[src/rtl/multi_timer.sv]
// multi_timer: AHB-Lite slave with NUM_CH up-counters sharing one prescaler tick.
// Defining MULTI_TIMER_IRQ_EN implements CTRL.IE and adds the registered IRQ output.
module multi_timer #(
    parameter int unsigned NUM_CH     = 4,
    parameter int unsigned CNT_W      = 16,
    parameter int unsigned PRESCALE   = 32768,
    parameter int unsigned DEF_PERIOD = 3
) (
    input  logic        HCLK,
    input  logic        HRESET,
    input  logic        HSEL,
    input  logic        HREADY,
    input  logic        HWRITE,
    input  logic [31:0] HADDR,
    input  logic [31:0] HWDATA,
    input  logic [2:0]  HSIZE,
    input  logic [1:0]  HTRANS,
    output logic [31:0] HRDATA,
`ifdef MULTI_TIMER_IRQ_EN
    output logic        IRQ,
`endif
    output logic        HREADYOUT
);

    localparam int unsigned PW = $clog2(PRESCALE);

    typedef enum logic [1:0] {
        REG_COUNT  = 2'd0,
        REG_FLAG   = 2'd1,
        REG_PERIOD = 2'd2,
        REG_CTRL   = 2'd3
    } reg_e;

    logic [PW-1:0]     presc_q, presc_d;
    logic              tick;
    logic              ph_valid_q, ph_valid_d;
    logic              ph_write_q, ph_write_d;
    logic [4:0]        ph_addr_q, ph_addr_d;
    logic [2:0]        ph_ch;
    reg_e              ph_reg;
    logic              wr_en;

    logic [CNT_W-1:0]  count_q  [NUM_CH];
    logic [CNT_W-1:0]  count_d  [NUM_CH];
    logic [CNT_W-1:0]  last_q   [NUM_CH];
    logic [CNT_W-1:0]  last_d   [NUM_CH];
    logic [CNT_W-1:0]  period_q [NUM_CH];
    logic [CNT_W-1:0]  period_d [NUM_CH];
    logic [CNT_W-1:0]  elapsed  [NUM_CH];
    logic [NUM_CH-1:0] en_q, en_d;
    logic [NUM_CH-1:0] flag_q, flag_d;
    logic [NUM_CH-1:0] set_cond;
    logic [NUM_CH-1:0] wr_sel;
`ifdef MULTI_TIMER_IRQ_EN
    logic [NUM_CH-1:0] ie_q, ie_d;
    logic              irq_q, irq_d;
`endif

    logic unused_bits;
    assign unused_bits = ^{HSIZE, HTRANS[0], HADDR[31:7], HADDR[1:0], HWDATA};

    assign HREADYOUT = 1'b1;
    assign tick      = (presc_q == PW'(PRESCALE - 1));
    assign ph_ch     = ph_addr_q[4:2];
    assign ph_reg    = reg_e'(ph_addr_q[1:0]);
    assign wr_en     = ph_valid_q && ph_write_q;

    always_comb begin
        ph_valid_d = HSEL && HREADY && HTRANS[1];
        ph_write_d = HWRITE;
        ph_addr_d  = HADDR[6:2];
        presc_d    = tick ? '0 : presc_q + PW'(1);
    end

    // Elapsed distance is taken modulo 2^CNT_W so the compare survives counter wrap.
    always_comb begin
        for (int unsigned c = 0; c < NUM_CH; c++) begin
            elapsed[c]  = count_q[c] - last_q[c];
            set_cond[c] = (period_q[c] != '0) && (elapsed[c] >= period_q[c]);
            wr_sel[c]   = wr_en && (ph_ch == 3'(c));
        end
    end

    always_comb begin
        for (int unsigned c = 0; c < NUM_CH; c++) begin
            count_d[c]  = count_q[c];
            last_d[c]   = last_q[c];
            period_d[c] = period_q[c];
            en_d[c]     = en_q[c];
            flag_d[c]   = flag_q[c] | set_cond[c];
`ifdef MULTI_TIMER_IRQ_EN
            ie_d[c]     = ie_q[c];
`endif
            if (tick && en_q[c]) begin
                count_d[c] = count_q[c] + CNT_W'(1);
            end
            // Bus writes are applied last so they override tick and flag set.
            if (wr_sel[c]) begin
                case (ph_reg)
                    REG_COUNT:  count_d[c] = HWDATA[CNT_W-1:0];
                    REG_FLAG: begin
                        last_d[c] = count_q[c];
                        flag_d[c] = 1'b0;
                    end
                    REG_PERIOD: period_d[c] = HWDATA[CNT_W-1:0];
                    REG_CTRL: begin
                        en_d[c] = HWDATA[0];
`ifdef MULTI_TIMER_IRQ_EN
                        ie_d[c] = HWDATA[1];
`endif
                    end
                    default: ;
                endcase
            end
        end
    end

`ifdef MULTI_TIMER_IRQ_EN
    always_comb begin
        irq_d = |(flag_q & ie_q);
    end

    assign IRQ = irq_q;
`endif

    always_comb begin
        HRDATA = '0;
        if (ph_valid_q && !ph_write_q) begin
            for (int unsigned c = 0; c < NUM_CH; c++) begin
                if (ph_ch == 3'(c)) begin
                    case (ph_reg)
                        REG_COUNT:  HRDATA = 32'(count_q[c]);
                        REG_FLAG:   HRDATA = {31'b0, flag_q[c]};
                        REG_PERIOD: HRDATA = 32'(period_q[c]);
`ifdef MULTI_TIMER_IRQ_EN
                        REG_CTRL:   HRDATA = {30'b0, ie_q[c], en_q[c]};
`else
                        REG_CTRL:   HRDATA = {31'b0, en_q[c]};
`endif
                        default:    HRDATA = '0;
                    endcase
                end
            end
        end
    end

    always_ff @(posedge HCLK) begin
        if (HRESET) begin
            presc_q    <= '0;
            ph_valid_q <= 1'b0;
            ph_write_q <= 1'b0;
            ph_addr_q  <= '0;
            en_q       <= '1;
            flag_q     <= '0;
            for (int unsigned c = 0; c < NUM_CH; c++) begin
                count_q[c]  <= '0;
                last_q[c]   <= '0;
                period_q[c] <= CNT_W'(DEF_PERIOD);
            end
`ifdef MULTI_TIMER_IRQ_EN
            ie_q       <= '0;
            irq_q      <= 1'b0;
`endif
        end else begin
            presc_q    <= presc_d;
            ph_valid_q <= ph_valid_d;
            ph_write_q <= ph_write_d;
            ph_addr_q  <= ph_addr_d;
            en_q       <= en_d;
            flag_q     <= flag_d;
            count_q    <= count_d;
            last_q     <= last_d;
            period_q   <= period_d;
`ifdef MULTI_TIMER_IRQ_EN
            ie_q       <= ie_d;
            irq_q      <= irq_d;
`endif
        end
    end

endmodule

[config.mk]
export PLATFORM = sky130hd
export DESIGN_NAME = multi_timer
export DESIGN_NICKNAME = d
export VERILOG_FILES = /design/src/rtl/multi_timer.sv
export SDC_FILE = /design/constraint.sdc
export NUM_CORES = 1
export LEC_CHECK = 0
export ABC_AREA = 0
export ABC_CLOCK_PERIOD_IN_PS = 7650
export BUFFER_PORTS_ARGS = -buffer_cell sky130_fd_sc_hd__buf_2
export CAP_MARGIN = 20
export CORE_AREA = 10 10 267 167
export CTS_BUF_LIST = sky130_fd_sc_hd__clkbuf_2 sky130_fd_sc_hd__clkbuf_4 sky130_fd_sc_hd__clkbuf_8
export DETAILED_ROUTE_END_ITERATION = 16
export DIE_AREA = 0 0 277 177
export MAX_ROUTING_LAYER = met4
export PLACE_DENSITY = 0.56
export SYNTH_ARGS = -nofsm -noshare
export SYNTH_HDL_FRONTEND = slang
export SYNTH_SLANG_ARGS = --single-unit
[constraint.sdc]
create_clock -name HCLK -period 7.65 [get_ports HCLK]
set_input_delay 1.53 -clock HCLK [delete_from_list [all_inputs] [get_ports HCLK]]
set_output_delay 1.53 -clock HCLK [all_outputs]
set_load 0.02 [all_outputs]
# Word level (Yosys, flattened, before mapping)

Cells that the tools add are included.

$add $sub $neg: 9
Order comparisons: 4
Equal/unequal tests: 7
Mux-type cells: 29
Bitwise logic cells: 4
Reductions and logical operators: 36

Operators by type and width:

| cell                                                | number |
|---|---|
| one-hot mux 32 bit (4 select lines)                 | 4 |
| two-way mux 16 bit                                  | 12 |
| two-way mux 32 bit                                  | 5 |
| adder 16 x 1 -> 16 bit, second input constant       | 4 |
| >= comparator 16 bit                                | 4 |
| nonzero test 16 bit                                 | 4 |
| subtractor 16 bit                                   | 4 |
| AND reduction 2 bit                                 | 12 |
| logical AND 1 bit                                   | 16 |
| adder 15 x 1 -> 15 bit, second input constant       | 1 |
| equality test 15 bit, second input constant         | 1 |
| two-way mux 1 bit                                   | 8 |
| equality test 3 x 2 -> 1 bit, second input constant | 2 |
| equality test 2 bit, second input constant          | 2 |
| bitwise OR 1 bit                                    | 4 |
| equality test 3 x 1 -> 1 bit, second input constant | 1 |
| zero test 3 bit                                     | 1 |
| equality test 2 x 1 -> 1 bit, second input constant | 1 |
| zero test 2 bit                                     | 1 |
| OR reduction 2 bit                                  | 1 |
| zero test 1 bit                                     | 1 |

Register bits: 222
Bits of input ports: 74
Output and inout bits: 33
Word-level logic and storage cells: 110

# Depth between registers and ports, before layout

Gate-level depths: netlist of the first run.

Depth in word-level cells: 7
Gate-level depth with buffers: 16
Mapped depth without buffers: 16

# Worst setup path before layout of the first run

No wires, ideal clock.

Kind: reg-to-output
Start: register ph_addr_q[2]
End: output HRDATA[0]
Arrival: 1883 ps
Required time: 6120 ps
Path slack: 4237 ps
Stages on the path, launching flop included: 5
Buffers on the path: 2
Cells stage by stage: dfxtp_1 -> clkbuf_1 -> buf_1 -> mux4_2 -> and3_1

Word-level cells in the longest chain between the ends: 6
Elaborated cells on any way between the ends: 9
Classes of those cells: eq/ne (3); mux (5); reduce/logical (1)

RTL lines:

| element                          | line | text |
|---|---|---|
| from (decl)                      | 38   | `logic [4:0] ph_addr_q, ph_addr_d;` |
| from (signal assigned)           | 168  | `ph_addr_q <= ph_addr_d;` |
| zero test 3 bit                  | 130  | `if (ph_ch == 3'(c)) begin` |
| two-way mux 32 bit (3 in series) | 130  |  |
| two-way mux 32 bit *             | 130  |  |
| two-way mux 32 bit *             | 128  | `if (ph_valid_q && !ph_write_q) begin` |
| to (decl)                        | 18   | `output logic [31:0] HRDATA,` |

Every way passes the cells marked *; elsewhere a longest branch is shown, timed or not.

# Final worst setup path of the first run

Start: register ph_addr_q[1]
End: output HRDATA[0]

Word-level cells in the longest chain between the ends: 7
Elaborated cells on any way between the ends: 13
Classes of those cells: eq/ne (3); mux (9); reduce/logical (1)

RTL lines:

| element                                           | line | text |
|---|---|---|
| equality test 2 bit, or another cell as far along | 131  | `case (ph_reg)` |
| one-hot mux 32 bit (4 select lines)               | 131  |  |
| two-way mux 32 bit (3 in series)                  | 130  |  |
| two-way mux 32 bit *                              | 130  |  |
| two-way mux 32 bit *                              | 128  |  |

Every way passes the cells marked *; elsewhere a longest branch is shown, timed or not. The select of a mux whose other input is x is not followed.

==> impl_metrics.json, run 1 <==
{
  "via_per_inst": 5.48,
  "ys.warnings.count": 0,
  "finClkSkew_ns": 0.0280,
  "clkLatencyLatePin_ns": 0.58,
  "slew_headroom": 0.386,
  "syn_area_per_cell_um2": 8.13,
  "dr_wl_met3_um": 5220,
  "cts_hold_buf": 0,
  "r2r-end": "flag_q[3]",
  "synth_cells": 1826,
  "min_path_type": "register to register",
  "async_flop_share": 0,
  "synth-edff-count": 0,
  "gp_congestion": 0.921,
  "power.density_nw_per_um2": 152,
  "wl_met1_um": 22400,
  "synthToLayoutAreaGrowth_pct": 9.31,
  "path_max_fanout": 30,
  "finalSetupViolCount": 0,
  "dpl_worst_slack_ns": 3.79,
  "leakage_nw": 6.03,
  "final_antenna_net_count": 0,
  "start_util": 0.373,
  "finalWorstSetupSlack_ns": 3.11,
  "grt_usage": 0.192,
  "vias": 13095,
  "cts_tree": "yes",
  "wl_um": 46800,
  "grt_max_degree": 72,
  "firstDrtPassIters": 5,
  "min_period_ns": 4.54,
  "period_share": 0.593,
  "numClockSinks": 222,
  "row_count": 57,
  "ios": 107,
  "vdd_ir_drop_max_mv": 0.108,
  "die-area_um2": 49000,
  "drv_cap": 0,
  "io_buffer_count": 42,
  "final_common_cell": "nand2_1",
  "worstReg2RegStart": "count_q[0]",
  "rsz0062_at_grt": "false",
  "die_h_um": 177,
  "synth-seq-cells": 222,
  "tightestPinTransition_ns": 0.919,
  "timing.critical_path.to_type": "primary output",
  "postCtsResizedCells": 0,
  "antenna_found_initial": 0,
  "hold_viol_final": 0,
  "rrSetupSlack_ns": 3.74,
  "grt_pass1_vias": 12187,
  "worstPathRequired_ns": 6.12,
  "htreeDepth": 2,
  "yosysUniqueCellTypes": 61,
  "clock_path_buffers": 3,
  "min_to": "last_q[37]",
  "wl_per_cell_um": 19.6,
  "critPathLaunchType": "register",
  "cts-buffers-inserted": 37,
  "regArea_um2": 4450,
  "cts_root_buf": "clkbuf_8",
  "final_cell_mix": "nand2_1, dfxtp_1, nor2_1",
  "diodes": 0,
  "synthesis.area_um2": 14900,
  "max_freq_ghz": 0.220,
  "whs_ns": 0.453,
  "met2_wirelength_um": 18400,
  "grt_pass1_wl_um": 72100,
  "fin_util": 0.408,
  "final_layout_size_suffix_gt1_frac": 0.0946,
  "slew_viol_final": 0,
  "dominantRegCellSynth": "dfxtp_1",
  "num-nets-final": 2040,
  "ys_seq_area_frac": 0.299,
  "route.detailed.drc": 0,
  "core-area_um2": 39800,
  "worstPathArrival_ns": 3.01,
  "fillCellCount": 4034,
  "die_x_um": 277,
  "setup_tns_ns": 0,
  "drtIter0Drc": 1305,
  "reg2reg_depth": 16,
  "clk_pin_slew_ns": 0.06,
  "critPathKind": "register to primary output",
  "gr-total-overflow": 0,
  "status": "completed",
  "post_cts_buffers": 0,
  "dr.max_layer_used": "met4",
  "multi_input_area_um2": 9430,
  "min_path_cells": 2,
  "hp-start": "last_q[37]",
  "post-dp-hpwl_um": 35200
}
## report_power, final
part	leakage (nW)	switching (mW)	total [mW]	internal, mW
registers	1.79	0.0165	1.18	1.16
clock network	0.421	0.536	1.15	0.617
logic	3.81	0.0952	0.139	0.0439
total	6.03	0.648	2.47	1.83
## sequential cells by signal, summed over array words and instances, names as in the netlist
| signal | cells |
|---|---|
| count_q | 64 |
| en_q | 4 |
| flag_q | 4 |
| last_q | 64 |
| period_q | 64 |
| ph_addr_q | 5 |
| ph_valid_q | 1 |
| ph_write_q | 1 |
| presc_q | 15 |
## routing by layer
layer  vias up  track usage
met2       514        0.260
met4         0       0.0413
met5         -            -
li1       6349            -
met1      6168        0.264
met3        64       0.0705
## final cells by class
type,instances,area share
timing repair buffer,57,0.0220
sequential,222,0.274
inverter,148,0.0342
clock buffer,58,0.0457
clock inverter,8,0.00262
multi-input combinational,1367,0.581
tap,531,0.0409
## synthesized netlist by cell type (11+ instances only)
| cell | number | area [µm²] |
|---|---|---|
| nor2b_1 | 32 | 200 |
| xnor2_1 | 61 | 534 |
| dfxtp_1 | 222 | 4440 |
| or3_1 | 14 | 87.6 |
| buf_4 | 21 | 158 |
| nor4_1 | 23 | 144 |
| xor2_1 | 39 | 342 |
| nor3_1 | 25 | 125 |
| clkbuf_2 | 12 | 60.1 |
| a21o_1 | 22 | 165 |
| mux4_2 | 35 | 788 |
| mux2i_1 | 69 | 691 |
| nand4_1 | 32 | 200 |
| nand3b_1 | 12 | 90.1 |
| and2_1 | 11 | 68.8 |
| a211oi_1 | 48 | 360 |
| clkbuf_1 | 56 | 210 |
| inv_1 | 148 | 556 |
| nand2b_1 | 16 | 100 |
| nand2_1 | 222 | 833 |
| nand3_1 | 39 | 195 |
| a21oi_1 | 135 | 676 |
| and3_1 | 19 | 119 |
| buf_1 | 11 | 41.3 |
| nor2_1 | 194 | 728 |
| ha_1 | 129 | 1610 |
| o21ai_0 | 68 | 340 |
## critical path, stage by stage, from the launching register on
cell     delay (ns)
dfxtp_2        0.60
buf_4          0.46
mux4_2         0.46
mux4_2         0.47
and3_1         0.23
buf_2          0.17
## cell families (layout without fill, tap and decap cells)
family	Yosys count	in the layout	synth area share
AO/OA/AOI/OAI	344	344	0.141
XOR/XNOR	100	100	0.0590
adder cells (fa/ha/maj)	133	133	0.114
buffers and inverters	252	271	0.0703
flip-flops	222	222	0.299
multiplexers	104	104	0.0996
other	2	17	0.000506
AND/OR/NAND/NOR	669	669	0.216
## per-stage QoR
| stage | instance area, µm² | total power [mW] | instances |
|---|---|---|---|
| finish | 16200 | 2.47 | 2391 |
| global route | 16200 | 2.56 | 2391 |
| floorplan | 14900 | 1.30 | 1841 |
| CTS | 16200 | 2.50 | 2390 |
| global placement | 15400 | 1.34 | 2323 |
| detailed placement | 15400 | 1.34 | 2324 |
## worst max-delay path by stage
stage,end,cells past startpoint,startpoint,slack [ns]
final,HRDATA[0],5,ph_addr_q[1],3.11
after floorplan,HRDATA[0],4,ph_addr_q[2],4.24
after detailed placement,HRDATA[0],4,ph_addr_q[0],3.79
after global placement,HRDATA[0],4,ph_addr_q[0],3.78
after CTS,HRDATA[0],4,ph_addr_q[0],3.14
after global routing,HRDATA[0],5,ph_addr_q[1],3.04
(Power assumes the default switching activity.)
==> run 2: changes to the inputs <==
- ABC_CLOCK_PERIOD_IN_PS: 7650 -> 4700
- clock period: 7.65 -> 4.7 ns (I/O delays scaled with it)
==> run 2 against run 1 <==
  * Hold slack improved by 0.0016 ns
  * Via count increased by 0.26%
  * Sequential share of layout area decreased by 0.12 points
  * Utilization increased by 0.19 points
  * Combinational power increased by 60%
==> impl_metrics.json, run 2 (synthesized netlist as in run 1, its figures left out) <==
{
  "final_cell_mix": "nand2_1, dfxtp_1, nor2_1",
  "htreeDepth": 2,
  "postCtsResizedCells": 0,
  "path_max_fanout": 15,
  "finClkSkew_ns": 0.0253,
  "ios": 107,
  "clk_pin_slew_ns": 0.06,
  "grt_pass1_vias": 12108,
  "cts-buffers-inserted": 36,
  "post_cts_buffers": 0,
  "worstPathArrival_ns": 2.98,
  "grt_max_degree": 83,
  "row_count": 57,
  "grt_usage": 0.194,
  "wl_um": 47300,
  "setup_tns_ns": 0,
  "tightestPinTransition_ns": 0.955,
  "finalSetupViolCount": 0,
  "min_to": "last_q[43]",
  "min_path_cells": 2,
  "route.detailed.drc": 0,
  "firstDrtPassIters": 6,
  "timing.critical_path.to_type": "primary output",
  "io_buffer_count": 42,
  "wl_per_cell_um": 19.7,
  "rsz0062_at_grt": "false",
  "slew_headroom": 0.361,
  "leakage_nw": 6.06,
  "synthToLayoutAreaGrowth_pct": 9.81,
  "core-area_um2": 39800,
  "slew_viol_final": 0,
  "final_antenna_net_count": 0,
  "via_per_inst": 5.48,
  "cts_hold_buf": 0,
  "worstPathRequired_ns": 3.76,
  "drtIter0Drc": 1324,
  "min_path_type": "register to register",
  "status": "completed",
  "critPathKind": "register to primary output",
  "finalWorstSetupSlack_ns": 0.777,
  "final_layout_size_suffix_gt1_frac": 0.0966,
  "die-area_um2": 49000,
  "hold_viol_final": 0,
  "cts_root_buf": "clkbuf_8",
  "clock_path_buffers": 3,
  "start_util": 0.373,
  "dpl_worst_slack_ns": 1.01,
  "gr-total-overflow": 0,
  "hp-start": "last_q[43]",
  "die_x_um": 277,
  "drv_cap": 0,
  "rrSetupSlack_ns": 0.88,
  "final_common_cell": "nand2_1",
  "cts_tree": "yes",
  "worstReg2RegStart": "count_q[48]",
  "die_h_um": 177,
  "critPathLaunchType": "register",
  "numClockSinks": 222,
  "power.density_nw_per_um2": 250,
  "antenna_found_initial": 0,
  "reg.largest.list": "count_q (64), last_q (64), period_q (64)",
  "reg2reg_depth": 14,
  "diodes": 0,
  "gp_congestion": 0.905,
  "grt_pass1_wl_um": 73100,
  "num-nets-final": 2045,
  "r2r-end": "flag_q[0]",
  "max_freq_ghz": 0.255,
  "clkLatencyLatePin_ns": 0.58,
  "vdd_ir_drop_max_mv": 0.159,
  "min_period_ns": 3.92,
  "post-dp-hpwl_um": 35300,
  "period_share": 0.835,
  "vias": 13129
}
run 2: per-stage QoR:
stage	std cells	area, µm²	utilization	power [mW]	hold slack [ns]
final	2395	16300	0.410	4.07	0.455
after global placement	2328	15500	0.388	2.18	0.441
after CTS	2394	16300	0.409	4.10	0.456
after detailed placement	2330	15500	0.389	2.19	0.446
after global routing	2395	16300	0.410	4.21	0.474
after floorplan	1841	14900	-	2.11	0.426
run 2: layout make-up:
type / count / area, µm²
sequential: 222 / 4450
timing repair buffer: 63 / 427
clock buffer: 55 / 688
tap: 531 / 664
fill: 4042 / 23500
inverter: 148 / 556
multi-input combinational: 1367 / 9430
clock inverter: 9 / 100
run 2: worst max path at each step:
stage	cells after the start	startpoint	end
floorplan	14	count_q[48]	flag_q[0]
global placement	14	count_q[48]	flag_q[0]
detailed placement	14	count_q[48]	flag_q[0]
CTS	4	ph_addr_q[0]	HRDATA[0]
global route	14	count_q[48]	flag_q[0]
finish	4	ph_addr_q[0]	HRDATA[0]
run 2: metal layers:
metal | vias up | share of wire | GRT usage
met2 | 520 | 0.40 | 0.264
met1 | 6195 | 0.49 | 0.290
li1 | 6353 | - | -
met4 | 0 | 0.014 | 0.0357
met5 | - | 0 | -
met3 | 61 | 0.094 | 0.0355
run 2: worst max-delay path, cell delays in order, from the launching register on:
cell     delay (ns)
dfxtp_1        0.86
mux4_2         0.64
mux4_2         0.47
and3_1         0.24
buf_2          0.17
run 2: report_power, final:
| part | total, mW | switching, mW | internal, mW |
|---|---|---|---|
| clock | 1.92 | 0.874 | 1.05 |
| combinational | 0.222 | 0.148 | 0.0741 |
| sequential | 1.93 | 0.0337 | 1.89 |
| total | 4.07 | 1.06 | 3.01 |
